### config.mk
export PLATFORM = sky130hd
export DESIGN_NAME = hazard_stall_unit
export DESIGN_NICKNAME = d
export VERILOG_FILES = /design/src/rtl/hazard_stall_unit.sv
export SDC_FILE = /design/constraint.sdc
export NUM_CORES = 1
export LEC_CHECK = 0
export ABC_CLOCK_PERIOD_IN_PS = 5400
export BUFFER_PORTS_ARGS = -buffer_cell sky130_fd_sc_hd__clkbuf_2
export CAP_MARGIN = 20
export CORE_MARGIN = 2
export CORE_UTILIZATION = 45
export DETAILED_ROUTE_END_ITERATION = 10
export GPL_TIMING_DRIVEN = 0
export PLACE_DENSITY = 0.8
export SYNTH_ARGS = -nofsm -noshare
export SYNTH_HDL_FRONTEND = slang
export SYNTH_SLANG_ARGS = --single-unit
### constraint.sdc
create_clock -name clk -period 5.4 [get_ports clk]
set_clock_uncertainty 0.15 [all_clocks]
set_input_delay 0.27 -clock clk [delete_from_list [all_inputs] [get_ports clk]]
set_output_delay 0.27 -clock clk [all_outputs]
set_load 0.01 [all_outputs]
### src/rtl/hazard_stall_unit.sv
// RAW interlock for a 5-stage pipeline without forwarding: shadow scoreboard of
// in-flight destinations in EX/MEM/WB, stall/bubble control and saturating perf counters.
module hazard_stall_unit #(
    parameter int CNT_W = 16
) (
    input  logic             clk,
    input  logic             rst,
    input  logic             id_valid,
    input  logic [4:0]       id_rs,
    input  logic [4:0]       id_rt,
    input  logic             id_use_rs,
    input  logic             id_use_rt,
    input  logic             id_reg_write,
    input  logic [4:0]       id_dst,
    input  logic             flush,
    output logic             stall,
    output logic             pc_en,
    output logic             ifid_en,
    output logic             idex_bubble,
    output logic [CNT_W-1:0] stall_cnt,
    output logic [CNT_W-1:0] issue_cnt
);

    typedef struct packed {
        logic       v;
        logic [4:0] r;
    } sb_entry_t;

    sb_entry_t sb_ex, sb_mem, sb_wb;
    logic      hazard;
    logic      rs_hit, rt_hit;

    function automatic logic hit(input sb_entry_t e, input logic [4:0] r);
        return e.v && (e.r == r) && (r != 5'd0);
    endfunction

    always_comb begin
        rs_hit = hit(sb_ex, id_rs) || hit(sb_mem, id_rs) || hit(sb_wb, id_rs);
        rt_hit = hit(sb_ex, id_rt) || hit(sb_mem, id_rt) || hit(sb_wb, id_rt);
        hazard = id_valid && ((id_use_rs && rs_hit) || (id_use_rt && rt_hit));
    end

    assign stall       = hazard;
    assign pc_en       = ~hazard;
    assign ifid_en     = ~hazard;
    assign idex_bubble = hazard;

    always_ff @(posedge clk or posedge rst) begin
        if (rst) begin
            sb_ex     <= '0;
            sb_mem    <= '0;
            sb_wb     <= '0;
            stall_cnt <= '0;
            issue_cnt <= '0;
        end else begin
            if (flush) begin
                sb_ex  <= '0;
                sb_mem <= '0;
                sb_wb  <= '0;
            end else begin
                sb_wb    <= sb_mem;
                sb_mem   <= sb_ex;
                // a stalled instruction enters as an invalid entry: the bubble
                sb_ex.v  <= id_valid && !hazard && id_reg_write && (id_dst != 5'd0);
                sb_ex.r  <= id_dst;
            end
            if (hazard && (stall_cnt != '1))
                stall_cnt <= stall_cnt + CNT_W'(1);
            if (id_valid && !hazard && (issue_cnt != '1))
                issue_cnt <= issue_cnt + CNT_W'(1);
        end
    end

endmodule
# --- After elaboration in Yosys (flattened, before gate mapping) ---
# Cells that the tools add are included.
classes:
  bitwise: 1
  mux: 3
  n_reduce_logical: 29
  addsub: 2
  n_eq_ne: 8
op_table:
  columns: ["operator", "count"]
  rows:
  - ["$add A16 B1 Y16 const B", 2]
  - ["$ne A16 B16 Y1 const B", 2]
  - ["$eq A5 B5 Y1", 6]
  - ["$logic_and A1 B1 Y1", 20]
  - ["$mux W6", 3]
  - ["$reduce_bool A5 Y1", 3]
  - ["$logic_or A1 B1 Y1", 5]
  - ["$logic_not A1 Y1", 1]
  - ["$not A1 Y1", 1]
word_totals:
  input_bits: 22
  out_inout_bits: 36
  reg_bits: 50
  word_cells: 51

# --- Longest topological paths before layout ---
# Gate-level depths: netlist of the first run.
logic_depth:
  ltp_word: 13
  depth_mapped: 9
  ltp_nobuf: 8

# --- Worst setup path before layout of the first run ---
# OpenSTA, ideal clock, no wires.
synth_timing:
  path_type: "input -> output"
  from: "input port id_rs[1]"
  to: "output port stall"
  arrival_time_ps: 1881
  slack_ps: 3099
  stages: 6
  path_buffers: 1
  t_required_ps: 4980
  cell_sequence: "or4_1 o21ai_1 a31oi_4 o21ai_0 inv_1 buf_4"
synth_between:
  elab_chain_len: 8
  word_cells_on_any_way: 15
  classes_between: "3 x eq/ne; 12 x reduce/logical"
synth_rtl:
  columns: ["element", "line", "source"]
  rows:
  - ["start: declaration", "9", "input logic [4:0] id_rs,"]
  - ["$eq A5 B5 Y1", "34", "return e.v && (e.r == r) && (r != 5'd0);"]
  - ["$logic_and A1 B1 Y1 (2 in a row)", "34", null]
  - ["$logic_or A1 B1 Y1", "38", "rs_hit = hit(sb_ex, id_rs) || hit(sb_mem, id_rs) || hit(sb_wb, id_rs);"]
  - ["$logic_or A1 B1 Y1 *", "38", null]
  - ["$logic_and A1 B1 Y1 *", "40", "hazard = id_valid && ((id_use_rs && rs_hit) || (id_use_rt && rt_hit));"]
  - ["$logic_or A1 B1 Y1 *", "40", null]
  - ["$logic_and A1 B1 Y1 *", "40", null]
  - ["end: declaration", "16", "output logic stall,"]
# Every way passes the cells marked *; elsewhere a longest branch is shown, timed or not.

# --- Worst setup path in the final report of the first run ---
layout_timing:
  from: "register sb_ex[2] in the netlist's numbering"
  to: "output port stall"
layout_between:
  elab_chain_len: 8
  word_cells_on_any_way: 14
  classes_between: "2 x eq/ne; 12 x reduce/logical"
layout_rtl:
  columns: ["element", "line", "source"]
  rows:
  - ["start: declaration", "29", "sb_entry_t sb_ex, sb_mem, sb_wb;"]
  - ["$eq A5 B5 Y1", "34", null]
  - ["$logic_and A1 B1 Y1 (2 in a row)", "34", null]
  - ["$logic_or A1 B1 Y1, on equally long branches (2 in a row)", "38, 39", null]
  - ["$logic_and A1 B1 Y1", "40", null]
  - ["$logic_or A1 B1 Y1 *", "40", null]
  - ["$logic_and A1 B1 Y1 *", "40", null]
# Marks and branches as above.

==> results of run 1 <==
-- synthesized netlist by cell type (3+ instances only) --
cell type	count	area (µm²)
nor3_1	5	25.02
nor2b_1	18	112.6
nor2_1	11	41.29
buf_4	3	22.52
inv_1	4	15.01
nand2_1	18	67.56
nor4_1	4	25.02
xnor2_1	21	183.9
nor4_2	4	50.05
dfrtp_1	50	1251
or4_1	3	22.52
nand3_1	15	75.07
and3_1	5	31.28
nand4_1	8	50.05
xor2_1	38	332.8
-- sequential cells by signal, indices dropped and copies added, names as in the netlist --
| register | count |
|---|---|
| sb_ex | 6 |
| sb_wb | 6 |
| sb_mem | 6 |
| issue_cnt | 16 |
| stall_cnt | 16 |
-- worst min-delay path by stage --
stage / startpoint / end / slack, ns
6_report: id_reg_write / sb_ex[5]$_DFF_PP0_ / 0.04
5_1_grt: id_reg_write / sb_ex[5]$_DFF_PP0_ / 0.03
4_1_cts: id_reg_write / sb_ex[5]$_DFF_PP0_ / 0.03
3_5_place_dp: rst / stall_cnt[0]$_DFFE_PP0P_ / 0.08
3_3_place_gp: issue_cnt[9]$_DFFE_PP0P_ / issue_cnt[9]$_DFFE_PP0P_ / 0.33
2_1_floorplan: flush / sb_ex[0]$_DFF_PP0_ / 0.19
-- worst max-delay path, cell delays in order (launching register included) --
cell      delay (ns)
dfrtp_1         0.42
xor2_1          0.18
nor4_2          0.29
nand3_1         0.19
a31oi_4         0.36
o21ai_0         0.25
inv_1           0.12
buf_4           0.10
clkbuf_2        0.11
-- stage by stage --
step | util, % | power (µW)
2_1_floorplan | - | 534.3
3_3_place_gp | 53.47 | 588.2
3_5_place_dp | 53.83 | 600.4
4_1_cts | 55.92 | 837.4
5_1_grt | 55.92 | 876.8
6_report | 55.92 | 826.7
-- where the power goes --
group          leakage, µW  internal [µW]  switching (µW)  total [µW]
combinational     0.000793           69.1            75.6         145
clock            0.0000544            117             119         237
sequential        0.000676            406            38.9         445
total              0.00152            593             234         827
-- kinds of logic (layout without fill, tap and decap cells) --
family	count (synthesis)	count (layout)	synth area share (%)
AND/OR/NAND/NOR	101	101	23.58
XOR/XNOR	60	60	20.75
buffers and inverters	9	76	2.045
flip-flops	50	50	48.71
adder cells (fa/ha/maj)	2	2	0.9740
multiplexers	2	2	0.8767
AO/OA/AOI/OAI	7	7	3.068
-- area by class of cell --
cell class | count | area share [%]
Buffer | 5 | 1.219
Clock buffer | 7 | 3.129
Clock inverter | 1 | 0.2844
Inverter | 4 | 0.4876
Multi-Input combinational cell | 172 | 41.08
Sequential cell | 50 | 40.63
Tap cell | 72 | 2.926
Timing Repair Buffer | 59 | 10.24
-- layer usage --
layer | GRT usage (%) | up-vias
met1 | 21.01 | 915
met3 | 3.394 | 6
met4 | 5.000 | 0
met5 | 0 | -
met2 | 30.67 | 46
li1 | - | 923
==> metrics.txt, run 1 <==
Slew headroom ~64%; routability cong. ~0.85; syn_nets about 260; initial antenna violation count 0; CTS Buf Count 5; measured slew at the worst slew-check pin about 0.53 ns; CP Class reg -> out; TritonCTS clock tree done; # rows 27; CTS sink count 50; placed insts 361; Fmax approximately 360 MHz; setup TNS 0 ns; multi-input logic area between 1000 and 1500 µm²; syn avg cell area 11.12 µm²; Post-CTS Setup Bufs 0; CP Capture Point stall; initial core utilization 46.65%; R2R Setup Slk 2.93 ns; yosys warns 0; PD cells roughly 270 nW/µm²; area grow syn2layout 19.87%; Die Width just under 80 µm; WP data required 4.98 ns; first-pass GRT wire length 8452 µm; register bit total from synthesis 50; Post-synth EDFFs 0; crit path launch type flop; CTS root buffer clkbuf_8; diode count 0; met2 WL post-DR approximately 2600 µm; Core Region 5507 µm²; Crit. End Element primary output; area of the mapped netlist roughly 2600 µm²; Final HPWL DP 3993 µm; Hold WS roughly 0.041 ns; pre-CTS WS 2.817 ns; worst r2r src sb_ex[2]$_DFF_PP0_; DRT iter0 DRCs 81; Primary FF master, synth dfrtp_1; num ports 58; Bufs on Longest Clock Path 2; Final Setup Violations 0; grt total ovfl 0; wire length on met1 ~2200 µm; Clk pin slew, worst setup/hold paths roughly 0.09 ns; Worst-Skew Late Latency approximately 0.30 ns; post-route ant nets 0; die area 6328 µm²; Post-Syn Instances ~230; post-CTS resize count 0; Yosys cell types 34; Port Buffers 57; Die Ht approximately 80 µm; Max VDD drop between 100 and 150 µV; Slew Limit Fails 0; RSZ-0062 raised after global routing no; most frequent cells in the layout 57 x clkbuf_2, 50 x dfrtp_1, 38 x xor2_1; met3 wire length between 200 and 250 µm; share of layout cells above drive strength 1 between 20% and 30%; Seq/Total Area, Yosys between 40% and 50%; Final Hold Viols 0; Async SR Flop Fraction 100.0%; highest routed layer met4; Reg2Reg Depth 7; commonest non-fill, non-tap cell in the layout clkbuf_2; Worst Hold Class in -> reg; total wire length 5085 µm; post-route cell area 3079 µm²; WL per Instance between 10 and 15 µm; CTS H-Tree Depth 2; placed instance area between 2000 and 3000 µm²; fin crit share between 50 and 60%; Worst R2R End stall_cnt[5]$_DFFE_PP0P_; Crit path arrival time 2.33 ns; largest net degree at the start of global routing 38; Setup crit start sb_ex[2]$_DFF_PP0_; worst hold stages 2; non-filler cells, final between 300 and 400; Filler cells ~500; DR vias/cell 5.108; result of the run finished, final reports clean; critical path peak fanout 5; total track usage between 10% and 20%; drt first pass iters 5; Layout Nets 321; hold_buf cts 1; Lkg Pwr around 0.0015 µW; vias in the first global route between 1500 and 2000; Reg area 1251 µm²; Post-route DRC 0; Max Cap Violations 0; post-route setup slack between 2 and 3 ns; Vias about 1900; Tmin final 2.747 ns
Note: power is estimated with default switching activity, not from simulation.
==> inputs of run 2 (changes only) <==
--- a/config.mk
+++ b/config.mk
@@ -5,14 +5,15 @@
 export SDC_FILE = /design/constraint.sdc
 export NUM_CORES = 1
 export LEC_CHECK = 0
-export ABC_CLOCK_PERIOD_IN_PS = 5400
+export ABC_AREA = 1
+export ABC_CLOCK_PERIOD_IN_PS = 2800
 export BUFFER_PORTS_ARGS = -buffer_cell sky130_fd_sc_hd__clkbuf_2
 export CAP_MARGIN = 20
 export CORE_MARGIN = 2
 export CORE_UTILIZATION = 45
 export DETAILED_ROUTE_END_ITERATION = 10
 export GPL_TIMING_DRIVEN = 0
-export PLACE_DENSITY = 0.8
+export PLACE_DENSITY = 0.79
 export SYNTH_ARGS = -nofsm -noshare
 export SYNTH_HDL_FRONTEND = slang
 export SYNTH_SLANG_ARGS = --single-unit
==> constraint.sdc (replaced) <==
create_clock -name clk -period 2.8 [get_ports clk]
set_clock_uncertainty 0.15 [all_clocks]
set_input_delay 0.14 -clock clk [delete_from_list [all_inputs] [get_ports clk]]
set_output_delay 0.14 -clock clk [all_outputs]
set_load 0.01 [all_outputs]
==> run 2 against run 1 <==
Global-route usage increased by 3.8 points. Wire length increased by 47%. Register-to-register slack got worse by 2.3 ns. Highest routed layer unchanged. Sequential share of layout area decreased by 7.1 points. Sequential power increased by 85%. Final area increased by 21%. Die area increased by 21%. Cell count increased by 68%. First-iteration DRC count increased by 100%.
==> metrics.txt, run 2 <==
syn avg cell area 6.926 µm² (-38%); area of the mapped netlist 3144 µm² (+22%); worst r2r src issue_cnt[0]$_DFFE_PP0P_; placed insts 607 (+68%); Slew Limit Fails 0 (unchanged); count leader, synth nand2_1; CTS H-Tree Depth 2 (unchanged); Crit path arrival time 2.15 ns (-0.18 ns); grt total ovfl 0 (unchanged); Die Ht 87.59 µm (+10%); worst hold path startpoint flush; most instantiated cells after synthesis 163 x nand2_1, 61 x nor2_1, 50 x dfrtp_1; Post-Syn Instances 454 (+97%); # rows 30 (+11%); Final Setup Violations 0 (unchanged); Die Width 87.59 µm (+10%); crit path launch type flop; Yosys cell types 29 (-15%); CP Class reg -> out; Port Buffers 56 (-1.8%); PD cells 414.8 nW/µm² (+55%); largest net degree at the start of global routing 27 (-29%); DRT iter0 DRCs 162 (+100%); Setup crit start sb_ex[3]$_DFF_PP0_; Max VDD drop 227.2 µV (+68%); total track usage 21.00% (+3.8 points); most used cell along the critical path nand2_1; post-route ant nets 0 (unchanged); setup TNS 0 ns (unchanged); initial antenna violation count 0 (unchanged); Yosys top cell area share 39.79% (-8.9 points); num ports 58 (unchanged); critical path peak fanout 10 (+5); Tmin final between 2 and 2.5 ns; CTS sink count 50 (unchanged); WL per Instance 12.02 µm (-13%); routability cong. 0.8913 (+4.8%); area grow syn2layout 18.62%; cell taking the most area after synthesis dfrtp_1; result of the run finished, final reports clean; crit-path cells inv_1 -> nand2_1 -> nand2_1 -> nor2_1 -> nand3_1 -> nand3_1 -> nand2_1 -> nand2_2 -> buf_2 -> nand2_1 -> inv_1 -> buf_4 -> clkbuf_2; Primary FF master, synth dfrtp_1; die area 7672 µm² (+21%); Slew headroom 61.10% (-3.2 points); Post-CTS Setup Bufs 0 (unchanged); Worst-Skew Late Latency 0.30 ns (about the same); CTS Buf Count 5 (unchanged); hold_buf cts 7 (+6); R2R Setup Slk 0.67 ns (-2.26 ns); share of layout cells above drive strength 1 18.06% (-11 points); measured slew at the worst slew-check pin 0.5826 ns (+0.05247 ns); CTS root buffer clkbuf_8; drt first pass iters 4 (-1); RSZ-0062 raised after global routing no; Fmax 409.1 MHz; diode count 0 (unchanged); Bufs on Longest Clock Path 2 (unchanged); Max Cap Violations 0 (unchanged); Filler cells 664 (+34%); Final HPWL DP 5617 µm (+41%); first-pass GRT wire length 12900 µm (+53%); DR vias/cell 4.986 (-2.4%); Lkg Pwr 0.002043 µW (+34%); vias in the first global route 2879 (+54%); CP max stage delay 0.40 ns (-0.02 ns); Clk pin slew, worst setup/hold paths 0.09 ns (about the same); total wire length 7477 µm (+47%); initial core utilization 46.28% (-0.37 points); syn_nets 478 (+87%); Post-route DRC 0 (unchanged); Worst Hold Class in -> reg; non-filler cells, final 622 (+68%); WP data required 2.51 ns (-2.47 ns); Post-synth EDFFs 0 (unchanged); post-CTS resize count 0 (unchanged); Async SR Flop Fraction 100.0% (unchanged); yosys warns 0 (unchanged); fin crit share 87.31%; TritonCTS clock tree done; commonest non-fill, non-tap cell in the layout nand2_1; Layout Nets 549 (+71%); most frequent cells in the layout 163 x nand2_1, 61 x nor2_1, 56 x clkbuf_2; Core Region 6794 µm² (+23%); Regs by FF count issue_cnt x16, stall_cnt x16; leading post-synthesis cells by cell area dfrtp_1 40%, nand2_1 19%, nor2_1 7.3%; Seq/Total Area, Yosys 39.79% (-8.9 points); Vias 3101 (+64%); Crit. End Element primary output; register bit total from synthesis 50 (unchanged); slowest CP cell dfrtp_1; Final Hold Viols 0 (unchanged)
[run 2: cell types whose count changed in the layout (fill, tap and decap cells not counted), moves of 6 or more]
cell / delta
nand2_1: +145
nor2_1: +50
inv_1: +37
nand3_1: +25
xor2_1: -25
nor2b_1: -18
nand4_1: +14
inv_2: +10
xnor2_1: -9
dlygate4sd3_1: +6
[run 2: cells by family after synthesis]
logic type               share of synthesized area, %
AO/OA/AOI/OAI                                   1.632
XOR/XNOR                                        6.964
adder cells (fa/ha/maj)                        0.7957
buffers and inverters                           8.675
flip-flops                                      39.79
AND/OR/NAND/NOR                                 42.14
[run 2: power by group]
group,total [µW],internal (µW),switching (µW)
logic,283,113,170
clock network,442,199,243
registers,822,767,55.9
[run 2: per-layer routing]
layer	up-vias	global-route usage, %	share of wire [%]
met5	-	0	0
met4	0	4.476	1.1
li1	1566	-	-
met3	8	3.582	3.6
met2	72	35.61	49
met1	1455	28.38	46
[run 2: path summary, 6_finish.rpt]
path / end / cells after the start
min in group asynchronous: stall_cnt[9]$_DFFE_PP0P_ / 3
worst min register to register: sb_mem[5]$_DFF_PP0_ / 2
max in group asynchronous: issue_cnt[5]$_DFFE_PP0P_ / 4
worst max-delay path: stall / 13
worst max register to register: issue_cnt[3]$_DFFE_PP0P_ / 10
worst min-delay path: sb_ex[0]$_DFF_PP0_ / 2
[run 2: through the flow]
| stage | setup WS, ns | util (%) | power [µW] | cell area [µm²] | hold WS (ns) |
|---|---|---|---|---|---|
| 4_1_cts | 0.3420 | 54.90 | 1564 | 3730 | 0.01935 |
| 5_1_grt | 0.09335 | 54.90 | 1647 | 3730 | 0.03385 |
| 2_1_floorplan | 0.8717 | - | 1006 | 3144 | 0.09102 |
| 6_report | 0.3554 | 54.90 | 1547 | 3730 | 0.03054 |
| 3_5_place_dp | 0.6682 | 52.47 | 1113 | 3565 | 0.07444 |
| 3_3_place_gp | 0.6706 | 52.17 | 1101 | 3545 | 0.1985 |
[run 2: worst max-delay path, delay by kind of cell, from the launching register on]
kind,cells,cell delay (ns)
buffers and inverters,5,0.63
and+or+nand+nor,8,0.83
DFF,1,0.40
[run 2: cell type report]
class | count | area, µm² | area share, %
Multi-Input combinational cell | 338 | 1620 | 43.44
Clock buffer | 6 | 82.58 | 2.214
Sequential cell | 50 | 1251 | 33.55
Tap cell | 96 | 120.1 | 3.220
Inverter | 52 | 195.2 | 5.233
Clock inverter | 2 | 12.51 | 0.3355
Timing Repair Buffer | 64 | 370.4 | 9.930
Buffer | 14 | 77.57 | 2.080
